===== src/rtl/ahb_arbiter_2m_pkg.sv =====
// Shared bus encodings, master indices and arbiter state type for the two-master AHB arbiter.
package bus_pkg;
    localparam logic [1:0] TRANS_IDLE   = 2'b00;
    localparam logic [1:0] TRANS_BUSY   = 2'b01;
    localparam logic [1:0] TRANS_NONSEQ = 2'b10;
    localparam logic [1:0] TRANS_SEQ    = 2'b11;

    localparam logic [1:0] RESP_OKAY  = 2'b00;
    localparam logic [1:0] RESP_ERROR = 2'b01;
    localparam logic [1:0] RESP_RETRY = 2'b10;
    localparam logic [1:0] RESP_SPLIT = 2'b11;

    localparam logic M1 = 1'b0;
    localparam logic M2 = 1'b1;

    typedef enum logic [1:0] {
        ST_PARK   = 2'b00,
        ST_OWN_M1 = 2'b01,
        ST_OWN_M2 = 2'b10
    } arb_state_e;
endpackage


===== src/rtl/ahb_arbiter_2m_if.sv =====
// Request/grant and muxed bus-status signals exchanged between the masters, the slave side and the arbiter.
interface ahb_arbiter_2m_if;
    logic       HBUSREQ_M1;
    logic       HBUSREQ_M2;
    logic       HLOCK_M1;
    logic       HLOCK_M2;
    logic [1:0] HTRANS;
    logic       HREADY;
    logic [1:0] HRESP;
    logic       HGRANT_M1;
    logic       HGRANT_M2;
    logic       HMASTER_ADDR;
    logic       HMASTER_DATA;
    logic       HMASTLOCK;

    // Arbiter side
    modport slave (
        input  HBUSREQ_M1, HBUSREQ_M2, HLOCK_M1, HLOCK_M2, HTRANS, HREADY, HRESP,
        output HGRANT_M1, HGRANT_M2, HMASTER_ADDR, HMASTER_DATA, HMASTLOCK
    );

    // Requesting side (masters plus muxed slave status)
    modport master (
        output HBUSREQ_M1, HBUSREQ_M2, HLOCK_M1, HLOCK_M2, HTRANS, HREADY, HRESP,
        input  HGRANT_M1, HGRANT_M2, HMASTER_ADDR, HMASTER_DATA, HMASTLOCK
    );
endinterface


===== src/rtl/ahb_arbiter_2m_beat_counter.sv =====
// Saturating beat counter with synchronous clear; flags when the per-grant beat limit is reached.
module beat_counter #(
    parameter int CNT_W     = 8,
    parameter int MAX_BEATS = 8
) (
    input  logic clk,
    input  logic rst_n,
    input  logic clr_i,
    input  logic inc_i,
    output logic max_o
);
    localparam logic [CNT_W-1:0] MAX_C = CNT_W'(MAX_BEATS);

    logic [CNT_W-1:0] cnt_q, cnt_d;

    always_comb begin
        cnt_d = cnt_q;
        if (clr_i) begin
            cnt_d = '0;
        end else if (inc_i && (cnt_q != MAX_C)) begin
            cnt_d = cnt_q + CNT_W'(1);
        end
    end

    always_ff @(posedge clk or negedge rst_n) begin
        if (!rst_n) begin
            cnt_q <= '0;
        end else begin
            cnt_q <= cnt_d;
        end
    end

    assign max_o = (cnt_q == MAX_C);
endmodule


===== src/rtl/ahb_arbiter_2m.sv =====
// Two-master round-robin AHB arbiter with beat limit, locked sequences, RETRY/SPLIT handover and parking on M1.
module ahb_arbiter_2m
    import bus_pkg::*;
#(
    parameter int MAX_BEATS = 8,
    parameter int CNT_W     = 8
) (
    input  logic              HCLK,
    input  logic              HRESETn,
    ahb_arbiter_2m_if.slave   bus
);
    arb_state_e state_q, state_d;
    logic       last_q, last_d;
    logic       gnt1_q, gnt1_d;
    logic       gnt2_q, gnt2_d;
    logic       maddr_q, maddr_d;
    logic       mdata_q;
    logic       mlock_q, mlock_d;
    logic       req1_q, req2_q, lock1_q, lock2_q;
    logic       own_req, own_lock, resp_rs, beat_act, handover, cnt_max;

    // Requests and locks are registered first so every arbitration decision sees sampled values.
    always_comb begin
        state_d  = state_q;
        last_d   = last_q;
        own_req  = (state_q == ST_OWN_M2) ? req2_q  : req1_q;
        own_lock = (state_q == ST_OWN_M2) ? lock2_q : lock1_q;
        resp_rs  = (bus.HRESP == RESP_RETRY) || (bus.HRESP == RESP_SPLIT);
        beat_act = (bus.HTRANS == TRANS_NONSEQ) || (bus.HTRANS == TRANS_SEQ);
        handover = (state_q == ST_PARK) || !own_req || (!own_lock && (cnt_max || resp_rs));

        if (handover) begin
            if (req1_q && req2_q) begin
                state_d = (last_q == M1) ? ST_OWN_M2 : ST_OWN_M1;
            end else if (req1_q) begin
                state_d = ST_OWN_M1;
            end else if (req2_q) begin
                state_d = ST_OWN_M2;
            end else begin
                state_d = ST_PARK;
            end
        end

        if (state_d != ST_PARK) begin
            last_d = (state_d == ST_OWN_M2) ? M2 : M1;
        end

        gnt2_d  = (state_d == ST_OWN_M2);
        gnt1_d  = !gnt2_d;
        maddr_d = gnt2_d ? M2 : M1;
        case (state_d)
            ST_OWN_M1: mlock_d = lock1_q;
            ST_OWN_M2: mlock_d = lock2_q;
            default:   mlock_d = 1'b0;
        endcase
    end

    always_ff @(posedge HCLK or negedge HRESETn) begin
        if (!HRESETn) begin
            state_q <= ST_PARK;
            last_q  <= M2;
            gnt1_q  <= 1'b1;
            gnt2_q  <= 1'b0;
            maddr_q <= M1;
            mdata_q <= M1;
            mlock_q <= 1'b0;
            req1_q  <= 1'b0;
            req2_q  <= 1'b0;
            lock1_q <= 1'b0;
            lock2_q <= 1'b0;
        end else begin
            req1_q  <= bus.HBUSREQ_M1;
            req2_q  <= bus.HBUSREQ_M2;
            lock1_q <= bus.HLOCK_M1;
            lock2_q <= bus.HLOCK_M2;
            if (bus.HREADY) begin
                state_q <= state_d;
                last_q  <= last_d;
                gnt1_q  <= gnt1_d;
                gnt2_q  <= gnt2_d;
                maddr_q <= maddr_d;
                mdata_q <= maddr_q;
                mlock_q <= mlock_d;
            end
        end
    end

    beat_counter #(
        .CNT_W     (CNT_W),
        .MAX_BEATS (MAX_BEATS)
    ) u_beat_counter (
        .clk   (HCLK),
        .rst_n (HRESETn),
        .clr_i (bus.HREADY && (state_d != state_q)),
        .inc_i (bus.HREADY && beat_act),
        .max_o (cnt_max)
    );

    assign bus.HGRANT_M1    = gnt1_q;
    assign bus.HGRANT_M2    = gnt2_q;
    assign bus.HMASTER_ADDR = maddr_q;
    assign bus.HMASTER_DATA = mdata_q;
    assign bus.HMASTLOCK    = mlock_q;
endmodule


===== src/flat_wrapper.sv =====
// flat-port wrapper written by rule: the top's interface ports become plain ports
module ahb_arbiter_2m_flat import bus_pkg::*;
#(
    parameter int MAX_BEATS = 8,
    parameter int CNT_W     = 8
)
  (HCLK, HRESETn, bus_HBUSREQ_M1, bus_HBUSREQ_M2, bus_HLOCK_M1, bus_HLOCK_M2, bus_HTRANS, bus_HREADY, bus_HRESP, bus_HGRANT_M1, bus_HGRANT_M2, bus_HMASTER_ADDR, bus_HMASTER_DATA, bus_HMASTLOCK);
  ahb_arbiter_2m_if bus_i ();
  input  logic HCLK;
  input  logic HRESETn;
  input wire logic [$bits(bus_i.HBUSREQ_M1)-1:0] bus_HBUSREQ_M1;
  input wire logic [$bits(bus_i.HBUSREQ_M2)-1:0] bus_HBUSREQ_M2;
  input wire logic [$bits(bus_i.HLOCK_M1)-1:0] bus_HLOCK_M1;
  input wire logic [$bits(bus_i.HLOCK_M2)-1:0] bus_HLOCK_M2;
  input wire logic [$bits(bus_i.HTRANS)-1:0] bus_HTRANS;
  input wire logic [$bits(bus_i.HREADY)-1:0] bus_HREADY;
  input wire logic [$bits(bus_i.HRESP)-1:0] bus_HRESP;
  output wire logic [$bits(bus_i.HGRANT_M1)-1:0] bus_HGRANT_M1;
  output wire logic [$bits(bus_i.HGRANT_M2)-1:0] bus_HGRANT_M2;
  output wire logic [$bits(bus_i.HMASTER_ADDR)-1:0] bus_HMASTER_ADDR;
  output wire logic [$bits(bus_i.HMASTER_DATA)-1:0] bus_HMASTER_DATA;
  output wire logic [$bits(bus_i.HMASTLOCK)-1:0] bus_HMASTLOCK;
  assign bus_i.HBUSREQ_M1 = bus_HBUSREQ_M1;
  assign bus_i.HBUSREQ_M2 = bus_HBUSREQ_M2;
  assign bus_i.HLOCK_M1 = bus_HLOCK_M1;
  assign bus_i.HLOCK_M2 = bus_HLOCK_M2;
  assign bus_i.HTRANS = bus_HTRANS;
  assign bus_i.HREADY = bus_HREADY;
  assign bus_i.HRESP = bus_HRESP;
  assign bus_HGRANT_M1 = bus_i.HGRANT_M1;
  assign bus_HGRANT_M2 = bus_i.HGRANT_M2;
  assign bus_HMASTER_ADDR = bus_i.HMASTER_ADDR;
  assign bus_HMASTER_DATA = bus_i.HMASTER_DATA;
  assign bus_HMASTLOCK = bus_i.HMASTLOCK;
  ahb_arbiter_2m #(.MAX_BEATS(MAX_BEATS), .CNT_W(CNT_W)) u_core (.HCLK(HCLK), .HRESETn(HRESETn), .bus(bus_i));
endmodule

===== config.mk =====
export PLATFORM = sky130hd
export DESIGN_NAME = ahb_arbiter_2m_flat
export DESIGN_NICKNAME = d
export VERILOG_FILES = /design/src/rtl/ahb_arbiter_2m_pkg.sv /design/src/rtl/ahb_arbiter_2m_if.sv /design/src/rtl/ahb_arbiter_2m_beat_counter.sv /design/src/rtl/ahb_arbiter_2m.sv /design/src/flat_wrapper.sv
export SDC_FILE = /design/constraint.sdc
export NUM_CORES = 1
export LEC_CHECK = 0
export CAP_MARGIN = 0
export CORE_MARGIN = 3
export CORE_UTILIZATION = 50
export CTS_CLUSTER_DIAMETER = 40
export CTS_CLUSTER_SIZE = 8
export DETAILED_ROUTE_END_ITERATION = 8
export DONT_BUFFER_PORTS = 1
export GPL_TIMING_DRIVEN = 0
export PLACE_DENSITY = 0.62
export SLEW_MARGIN = 20
export SYNTH_ARGS = -nofsm -noshare
export SYNTH_HDL_FRONTEND = slang
export SYNTH_SLANG_ARGS = --single-unit

===== constraint.sdc =====
create_clock -name HCLK -period 3.75 [get_ports HCLK]
set_input_delay 0.75 -clock HCLK [delete_from_list [all_inputs] [get_ports HCLK]]
set_output_delay 0.75 -clock HCLK [all_outputs]
set_load 0.02 [all_outputs]

==> results of run 1 <==
per-stage QoR:
step	utilization (%)	setup WS, ns
final	56.69	1.920
after global routing	56.69	1.740
after detailed placement	55.31	1.934
after floorplan	-	2.131
after global placement	55.31	1.930
after CTS	56.69	1.897
metal layers:
metal	GRT usage, %	vias to the layer above	wire [µm]
li1	-	332	-
met1	17.33	321	814
met2	26.45	8	862
met3	5.128	2	48
met4	3.830	0	8
met5	0	-	0
cell families after synthesis:
| kind of cell | Yosys count |
|---|---|
| AND/OR/NAND/NOR | 37 |
| flip-flops | 19 |
| AO/OA/AOI/OAI | 13 |
| XOR/XNOR | 8 |
| buffers and inverters | 7 |
| multiplexers | 6 |
| adder cells (fa/ha/maj) | 2 |
flip-flops by register name (all words and copies together), names as in the netlist:
name	cells
u_core.lock1_q	1
u_core.req2_q	1
u_core.lock2_q	1
u_core.bus.HMASTLOCK	1
u_core.state_q	2
u_core.req1_q	1
u_core.last_q	1
u_core.bus.HMASTER_ADDR	1
u_core.u_beat_counter.cnt_q	8
u_core.bus.HMASTER_DATA	1
u_core.bus.HGRANT_M1	1
how the worst max path moves through the flow:
stage | start | end | cells past startpoint
5_1_grt | u_core.u_beat_counter.cnt_q[1] | u_core.bus.HMASTLOCK | 7
2_1_floorplan | u_core.u_beat_counter.cnt_q[0] | u_core.bus.HMASTLOCK | 7
3_3_place_gp | u_core.u_beat_counter.cnt_q[0] | u_core.bus.HMASTLOCK | 7
4_1_cts | u_core.u_beat_counter.cnt_q[0] | u_core.bus.HMASTLOCK | 7
3_5_place_dp | u_core.u_beat_counter.cnt_q[0] | u_core.bus.HMASTLOCK | 7
6_report | u_core.u_beat_counter.cnt_q[0] | u_core.bus.HMASTLOCK | 7
where the power goes:
part	internal, W	switching (W)
combinational	0.000101	0.0000945
sequential	0.000246	0.0000575
clock	0.0000397	0.0000624
total	0.000387	0.000214
cell type report:
| class | instances | share of cell area, % |
|---|---|---|
| plain buffers | 4 | 3.087 |
| multi-input cells | 66 | 48.40 |
| well taps | 27 | 2.977 |
| flip-flops and latches | 19 | 42.12 |
| inverters | 3 | 0.9923 |
| clock buffers | 3 | 1.985 |
| clock inverters | 1 | 0.4410 |
cell usage after synthesis (2+ instances only):
library cell  number  area, µm²
dfstp_2            2      52.55
buf_6              2      22.52
ha_1               2      25.02
dfrtp_1           17      425.4
and3_1             3      18.77
inv_1              3      11.26
a21oi_1            3      15.01
nand2_1            7      26.28
nor2_2             8      50.05
nand4_1            5      31.28
nand3_1            2      10.01
nor2b_1            2      12.51
mux2_2             2      22.52
nor2_1             2      7.510
xor2_1             7      61.31
critical path: stages (launching register included):
cell and delay [ns]:
dfrtp_1 0.47, inv_1 0.09, ha_1 0.14, nor4b_4 0.30
nand3_4 0.13, nand2_2 0.10, mux2i_1 0.29, o221ai_1 0.16
==> results.ini, run 1 <==
[floorplanning]
design.die.area_um2 = 2739
die_y_um = 52.34
std_cell_rows = 16
core_um2 = 2002
die_w_um = 52.34
floorplan.initialDensity_pct = 53.63
pin_count = 16

[grt]
grt_max_degree = 20
gr-usage-all-layers_pct = 15.07
grt_pass1_wl_um = 2980
grt_pass1_vias = 695
overflow = 0
antenna_found_initial = 0

[synth]
synthSimpleGateAreaFrac_pct = 24.01
synth_top_family_by_area = simple AND/OR/NAND/NOR gates
synthAdderAreaFrac_pct = 2.331
ys_types = 40
synthArstFlopShare_pct = 100.0
synth_seq_cells = 19
synth_cells = 92
synth-seq-area-share_pct = 44.52
synth_nets = 105
synth_compound_area_share_pct = 10.72
synth_area_per_cell_um2 = 11.67
synth_xor_area_share_pct = 6.527
synthFlopType = dfrtp_1
synth_warnings = 0
synth_area_um2 = 1074
synth_edf_count = 0
synthMuxAreaShare_pct = 7.576

[timing]
whs_ns = 0.1306
relSlewSlack_pct = 71.59
tns_ns = 0
rsz0062_at_grt = no
fin_crit_ns = 1.830
min_period_over_period_pct = 48.80
fin_skew_ns = 0.009633
final-hold-violation-count = 0
drv_slew = 0
fmax_mhz = 546.5
tightest_slew_ns = 0.4261
finalSetupViolations = 0

[critical_path]
end_kind = register
r2r-end = u_core.bus.HMASTLOCK
crit_fanout = 6
rr_startpoint = u_core.u_beat_counter.cnt_q[0]
worst-setup-path-type = register to register
r2r_cells = 7
arrival_ns = 1.99
cp-start-kind = register
crit_required_ns = 3.91
rrSetupSlack_ns = 1.92

[power_and_ir_drop]
ir_drop_mv = 0.3327
p_total_w = 0.0006014
p_leak_nw = 0.5234
pwr_density_cell_nw_per_um2 = 529.9

[clock_network]
clockBufferDepth = 2
cts_hold_buf = 0
cts_tree = done
cts_sinks = 19
insertion_delay_ns = 0.30
cts_resized = 0
path_clk_slew_ns = 0.11
cts-root-buf = clkbuf_4
h-tree-depth = 1
cts_made_buffers = 3
cts_setup_buffers = 0

[place]
gp_congestion = 0.8062
placed_cells = 119
place_hpwl_um = 1291
portBuffers = 0
dpl_cell_area_um2 = 1107

[cells_and_area]
areaGrowthSynthToFinish_pct = 5.711
fin_area_um2 = 1135
final_cell_count_no_fill = 123
mostFrequentLayoutCell = dfrtp_1
num-fill-cells = 171
multi_input_area_um2 = 549.3
layout-drive-gt1-share_pct = 32.29
seqCellArea_um2 = 478.0
nets = 110
antenna_cells = 0
mostFrequentLayoutCells = dfrtp_1, nor2_2, nand2_1, xor2_1, nand4_1

[route]
viasPerCell = 5.390
ant_nets = 0
dr.pass1.iters = 4
dr.first_iter.drc_count = 5
drcViolationCount = 0
vias = 663
routed_wl_um = 1733
wl_per_cell_um = 14.09

[worst_hold_path]
hold_class = input port to async pin

[flow_run]
drv_cap = 0

[outcome]
status = finished clean

(Power assumes the default switching activity.)
==> run 2: changes to the inputs <==
Clock period 3.75 ns to 1.8 ns, I/O delays scaled along.
==> run 2 against run 1 <==
  * Die area stayed put
  * Clock power is 110% higher
  * Design area is 5.3% higher
  * Highest routed layer unchanged
==> results.ini, run 2 (synthesis gave the netlist of run 1 again) <==
[clock_network]
path_clk_slew_ns = 0.11  ; about the same
cts-root-buf = clkbuf_4
cts_tree = done
clockBufferDepth = 2  ; unchanged
cts_sinks = 19  ; unchanged
insertion_delay_ns = 0.29  ; about the same
h-tree-depth = 1  ; unchanged
cts_made_buffers = 3  ; unchanged

[grt]
overflow = 0  ; unchanged
grt_pass1_vias = 710  ; +2.2%
antenna_found_initial = 0  ; unchanged
grt_max_degree = 20  ; unchanged
gr-usage-all-layers_pct = 15.44  ; +0.37 points
grt_pass1_wl_um = 3098  ; +4.0%

[timing]
tightest_slew_ns = 0.8377  ; +0.4116 ns
final-hold-violation-count = 0  ; unchanged
fin_skew_ns = 0.01061  ; +0.0009777 ns
finalSetupViolations = 0  ; unchanged
fmax_mhz = 594.3  ; +8.8%
tns_ns = 0  ; unchanged
fin_crit_ns = 1.683  ; -0.1473 ns
min_period_over_period_pct = 93.48  ; +45 points
drv_slew = 0  ; unchanged
relSlewSlack_pct = 43.97  ; -28 points

[place]
gp_congestion = 0.8062  ; unchanged
placed_cells = 119  ; unchanged
portBuffers = 0  ; unchanged
place_hpwl_um = 1291  ; unchanged

[floorplanning]
std_cell_rows = 16  ; unchanged
core_um2 = 2002  ; unchanged
die_w_um = 52.34  ; unchanged
pin_count = 16  ; unchanged
floorplan.initialDensity_pct = 53.63  ; unchanged
design.die.area_um2 = 2739  ; unchanged
die_y_um = 52.34  ; unchanged

[cells_and_area]
largest_reg_flops = 8  ; unchanged
mostFrequentLayoutCell = dfrtp_1
areaGrowthSynthToFinish_pct = 11.31
reg_top3 = u_core.u_beat_counter.cnt_q x8, u_core.state_q x2
num-fill-cells = 166  ; -2.9%
mostFrequentLayoutCells = dfrtp_1, nor2_2, nand2_1, xor2_1, nand4_1
antenna_cells = 0  ; unchanged
final_cell_count_no_fill = 127  ; +3.3%
nets = 114  ; +3.6%
largest_register = u_core.u_beat_counter.cnt_q
layout-drive-gt1-share_pct = 36.00  ; +3.7 points

[power_and_ir_drop]
p_sw_share_pct = 35.71  ; +0.051 points
ir_drop_mv = 0.6952  ; +110%
p_int_w = 0.0008630  ; +120%
pwr-share-seq_pct = 45.8  ; -4.7 points
p_leak_nw = 0.5375  ; +2.7%
pwr-share-comb_pct = 38.5  ; +6.0 points
p_clk_share_pct = 15.8  ; -1.2 points
p_sw_w = 0.0004793  ; +120%
pwr_density_cell_nw_per_um2 = 1123  ; +110%

[flow_run]
drv_cap = 0  ; unchanged

[critical_path]
r2r-end = u_core.last_q
r2r_cells = 8  ; +1
rr_startpoint = u_core.u_beat_counter.cnt_q[1]
crit_fanout = 2  ; -4
worst-setup-path-type = register to register
crit_slowest_cell = dfrtp_1
max_stage_delay_ns = 0.40  ; -0.07 ns
arrival_ns = 1.91  ; -0.08 ns
cp-start-kind = register
cp.buffers_inverters = 2  ; +1
end_kind = register
crit_chain = inv_1 > ha_1 > nor4b_4 > buf_4 > and3_1 > o21ai_1 > a21boi_1 > a2bb2oi_1
crit_required_ns = 2.03  ; -1.88 ns
rrSetupSlack_ns = 0.12  ; -1.80 ns
path_delay_family = simple AND/OR/NAND/NOR gates

[outcome]
status = finished clean

[route]
routed_wl_um = 1765  ; +1.8%
dr.pass1.iters = 6  ; +2
dr.first_iter.drc_count = 8  ; +3
wl_per_cell_um = 13.90  ; -1.4%
ant_nets = 0  ; unchanged
vias = 688  ; +3.8%
viasPerCell = 5.417  ; +0.50%
drcViolationCount = 0  ; unchanged

[worst_hold_path]
hold_class = input port to register
hold_depth = 0
hold_path_startpoint = bus_HBUSREQ_M1
min_to = u_core.req1_q

-- run 2: how the worst max path moves through the flow --
| stage | from | endpoint | slack [ns] | depth (start not counted) |
|---|---|---|---|---|
| 2_1_floorplan | u_core.u_beat_counter.cnt_q[0] | u_core.bus.HMASTLOCK | 0.18 | 7 |
| 3_3_place_gp | u_core.u_beat_counter.cnt_q[0] | u_core.bus.HMASTLOCK | -0.02 | 7 |
| 3_5_place_dp | u_core.u_beat_counter.cnt_q[0] | u_core.bus.HMASTLOCK | -0.02 | 7 |
| 4_1_cts | u_core.u_beat_counter.cnt_q[0] | u_core.bus.HMASTLOCK | 0.06 | 7 |
| 5_1_grt | u_core.u_beat_counter.cnt_q[1] | u_core.state_q[1] | -0.0003 | 7 |
| 6_report | u_core.u_beat_counter.cnt_q[1] | u_core.last_q | 0.12 | 8 |
-- run 2: final cells by class --
cell class | count | area (µm²) | share of cell area (%)
plain buffers | 4 | 35.03 | 2.932
multi-input cells | 66 | 575.6 | 48.17
clock inverters | 1 | 5.005 | 0.4188
clock buffers | 3 | 22.52 | 1.885
well taps | 27 | 33.78 | 2.827
inverters | 3 | 11.26 | 0.9424
repair buffers | 4 | 32.53 | 2.723
flip-flops and latches | 19 | 479.2 | 40.10
-- run 2: metal layers --
metal	vias to the layer above	routed length (µm)	global-route usage, %
met5	-	0	0
met4	0	8	3.830
met3	2	47	5.128
met2	10	892	26.86
met1	334	817	18.08
li1	342	-	-
-- run 2: worst reg2reg max path: cells and delay by family (launching register included) --
family | cells | cell delay (ns)
adder cells (fa/ha/maj) | 1 | 0.15
buffers and inverters | 2 | 0.26
flip-flops | 1 | 0.40
AO/OA/AOI/OAI | 3 | 0.39
AND/OR/NAND/NOR | 2 | 0.42
-- run 2: repair_timing --
item / CTS / global route
pin swaps: 0 / 1
buffers inserted: 2 / 1
hold buffers: 1 / 0
gates resized for setup: 2 / 4
setup endpoints to repair: 2 / 10
hold endpoints to repair: 19 / 0
-- run 2: stage by stage --
step / cell area, µm² / total power [W] / setup WS, ns / utilization [%] / hold WS [ns]
2_1_floorplan: 1074 / 0.0009783 / 0.1806 / - / 0.06441
3_3_place_gp: 1107 / 0.001043 / -0.01962 / 55.31 / 0.06483
3_5_place_dp: 1107 / 0.001051 / -0.01560 / 55.31 / 0.06482
4_1_cts: 1165 / 0.001318 / 0.05690 / 58.19 / 0.06541
5_1_grt: 1195 / 0.001441 / -0.0002891 / 59.69 / 0.03981
6_report: 1195 / 0.001342 / 0.1174 / 59.69 / 0.07794
-- run 2: power groups by stage --
stage | Combinational, W | Sequential (W) | Clock [W]
CTS | 0.000480 | 0.000615 | 0.000223
detailed placement | 0.000408 | 0.000642 | 0
floorplan | 0.000359 | 0.000619 | 0
global placement | 0.000402 | 0.000641 | 0
global route | 0.000573 | 0.000625 | 0.000243
finish | 0.000517 | 0.000614 | 0.000211
==> run 3: changes to the inputs <==
Settings changed: CORE_UTILIZATION 50 to 60, PLACE_DENSITY 0.62 to 0.73, SETUP_SLACK_MARGIN from default to 0.5.
==> run 3 against run 2 <==
  * Die area down 15%
  * Clock skew down 0.0092 ns
  * Final cell count is the same
  * Clock power up 7%
  * First-iteration DRC count up 100%
  * Global-route usage rose by 3.9 points
==> results.ini, run 3 (synthesis gave the netlist of run 1 again) <==
[clock_network]
clockBufferDepth = 2  ; unchanged
cts_tree = done
cts_sinks = 19  ; unchanged
path_clk_slew_ns = 0.11  ; about the same
insertion_delay_ns = 0.31  ; +0.02 ns
h-tree-depth = 1  ; unchanged
cts-root-buf = clkbuf_4
cts_made_buffers = 3  ; unchanged

[timing]
whs_ns = 0.06080  ; -0.01715 ns
relSlewSlack_pct = 44.42  ; +0.46 points
finalSetupViolations = 0  ; unchanged
fin_crit_ns = 1.719  ; +0.03684 ns
final-hold-violation-count = 0  ; unchanged
tightest_slew_ns = 0.8337  ; -0.004084 ns
fmax_mhz = 581.6  ; -2.1%
fin_skew_ns = 0.001376  ; -0.009234 ns
min_period_over_period_pct = 95.53  ; +2.0 points
drv_slew = 0  ; unchanged
rsz0062_at_grt = yes

[place]
portBuffers = 0  ; unchanged
dpl_cell_area_um2 = 1104  ; -0.34%
gp_congestion = 0.8161  ; +1.2%
place_hpwl_um = 1292  ; +0.12%
placed_cells = 116  ; -2.5%

[critical_path]
path_delay_family = flip-flops
crit_slowest_cell = dfrtp_2
worst-setup-path-type = register to register
cp-start-kind = register
crit_fanout = 6  ; +4
crit_required_ns = 2.01  ; -0.02 ns
rrSetupSlack_ns = 0.08  ; -0.04 ns
end_kind = register
cp.buffers_inverters = 2  ; unchanged
crit_chain = inv_2 > ha_4 > nor4b_4 > buf_4 > a21oi_4 > nand4_1 > xor2_1 > nor2_4
arrival_ns = 1.93  ; +0.02 ns
max_stage_delay_ns = 0.39  ; about the same

[grt]
grt_pass1_vias = 747  ; +5.2%
top_usage_layer = met2
grt_util_met2_pct = 28.90  ; +2.0 points
gr-usage-all-layers_pct = 19.37  ; +3.9 points
met1_usage_pct = 27.51  ; +9.4 points
antenna_found_initial = 0  ; unchanged
grt_util_met3_pct = 5.521  ; +0.39 points
overflow = 0  ; unchanged
grt_max_degree = 20  ; unchanged
grt_pass1_wl_um = 3484  ; +12%

[cells_and_area]
final_cell_count_no_fill = 127  ; unchanged
largest_register = u_core.u_beat_counter.cnt_q
reg_top3 = u_core.u_beat_counter.cnt_q x8, u_core.state_q x2
fin_area_um2 = 1366  ; +14%
nets = 117  ; +2.6%
mostFrequentLayoutCells = dfrtp_1, nor2_4, nand2_1, nand4_1
mostFrequentLayoutCell = dfrtp_1
largest_reg_flops = 8  ; unchanged
areaGrowthSynthToFinish_pct = 27.27
antenna_cells = 0  ; unchanged
layout-drive-gt1-share_pct = 52.43  ; +16 points

[route]
dr.pass1.iters = 4  ; -2
dr.first_iter.drc_count = 16  ; +8
routed_wl_um = 2221  ; +26%
ant_nets = 0  ; unchanged
vias = 726  ; +5.5%
viasPerCell = 5.717  ; +5.5%
drcViolationCount = 0  ; unchanged
wl_per_cell_um = 17.49  ; +26%

[power_and_ir_drop]
p_total_w = 0.001543  ; +15%
ir_drop_mv = 0.7651  ; +10%
pwr_density_cell_nw_per_um2 = 1129  ; +0.52%
p_leak_nw = 0.5795  ; +7.8%

[floorplanning]
die_y_um = 48.30  ; -7.7%
std_cell_rows = 14  ; -2
core_um2 = 1594  ; -20%
design.die.area_um2 = 2333  ; -15%
die_w_um = 48.30  ; -7.7%
pin_count = 16  ; unchanged
floorplan.initialDensity_pct = 67.35  ; +14 points

[outcome]
status = finished clean

[flow_run]
drv_cap = 0  ; unchanged

[worst_hold_path]
hold_class = input port to register

[run 3: cell types whose count changed in the layout (fill, tap and decap cells not counted), sizes merged]
| cell | before | now |
|---|---|---|
| buf | 7 | 10 |
| dlygate4sd3 | 1 | 0 |
| dlymetal6s4s | 0 | 1 |
[run 3: path summary, 6_finish.rpt]
path                                                 from                              to  cells past startpoint
max in group asynchronous                         HRESETn  u_core.u_beat_counter.cnt_q[0]                      1
max reg2reg                u_core.u_beat_counter.cnt_q[0]  u_core.u_beat_counter.cnt_q[7]                      8
min in group asynchronous                         HRESETn               u_core.state_q[0]                      1
min                                        bus_HBUSREQ_M1                   u_core.req1_q                      0
max                        u_core.u_beat_counter.cnt_q[0]  u_core.u_beat_counter.cnt_q[7]                      8
min reg2reg                                 u_core.last_q                   u_core.last_q                      1
[run 3: area by class of cell]
cell class / instances / area [µm²]
inverter: 3 / 11.26
tap: 24 / 30.03
buffer: 4 / 47.55
sequential: 19 / 480.5
clock buffer: 3 / 22.52
timing repair buffer: 7 / 65.06
clock inverter: 1 / 5.005
multi-input combinational: 66 / 704.4
fill: 83 / 227.7
[run 3: what timing repair did]
action                     in CTS  in global routing
buffers inserted                6                  0
setup endpoints to repair      15                 18
hold buffers                    1                  0
hold endpoints to repair       19                  0
resized for setup              15                 24
pin swaps                       4                 11
[run 3: stage by stage]
step / setup slack [ns] / TNS, ns / util [%]
detailed placement: -0.02838 / -0.03221 / 69.23
global route: -0.02452 / -0.02452 / 85.71
global placement: -0.04708 / -0.05715 / 69.23
floorplan: 0.1872 / 0 / -
finish: 0.08054 / 0 / 85.71
CTS: 0.1493 / 0 / 78.26
[run 3: worst register-to-register path: cells and delay by family (launching register included)]
family,cells,cell delay (ns)
DFF,1,0.39
buffers and inverters,2,0.21
xor gates and xnor gates,1,0.29
AOI/OAI and AO/OA,1,0.22
and+or+nand+nor,3,0.36
adders and majority gates,1,0.14
[run 3: routing by layer]
layer	wire [µm]	up-vias
met4	14	0
met5	0	-
li1	-	339
met1	976	369
met2	1114	16
met3	116	2
[run 3: power breakdown]
group	internal, W	switching (W)
registers	0.000517	0.000111
clock network	0.0000833	0.000142
logic	0.000360	0.000330
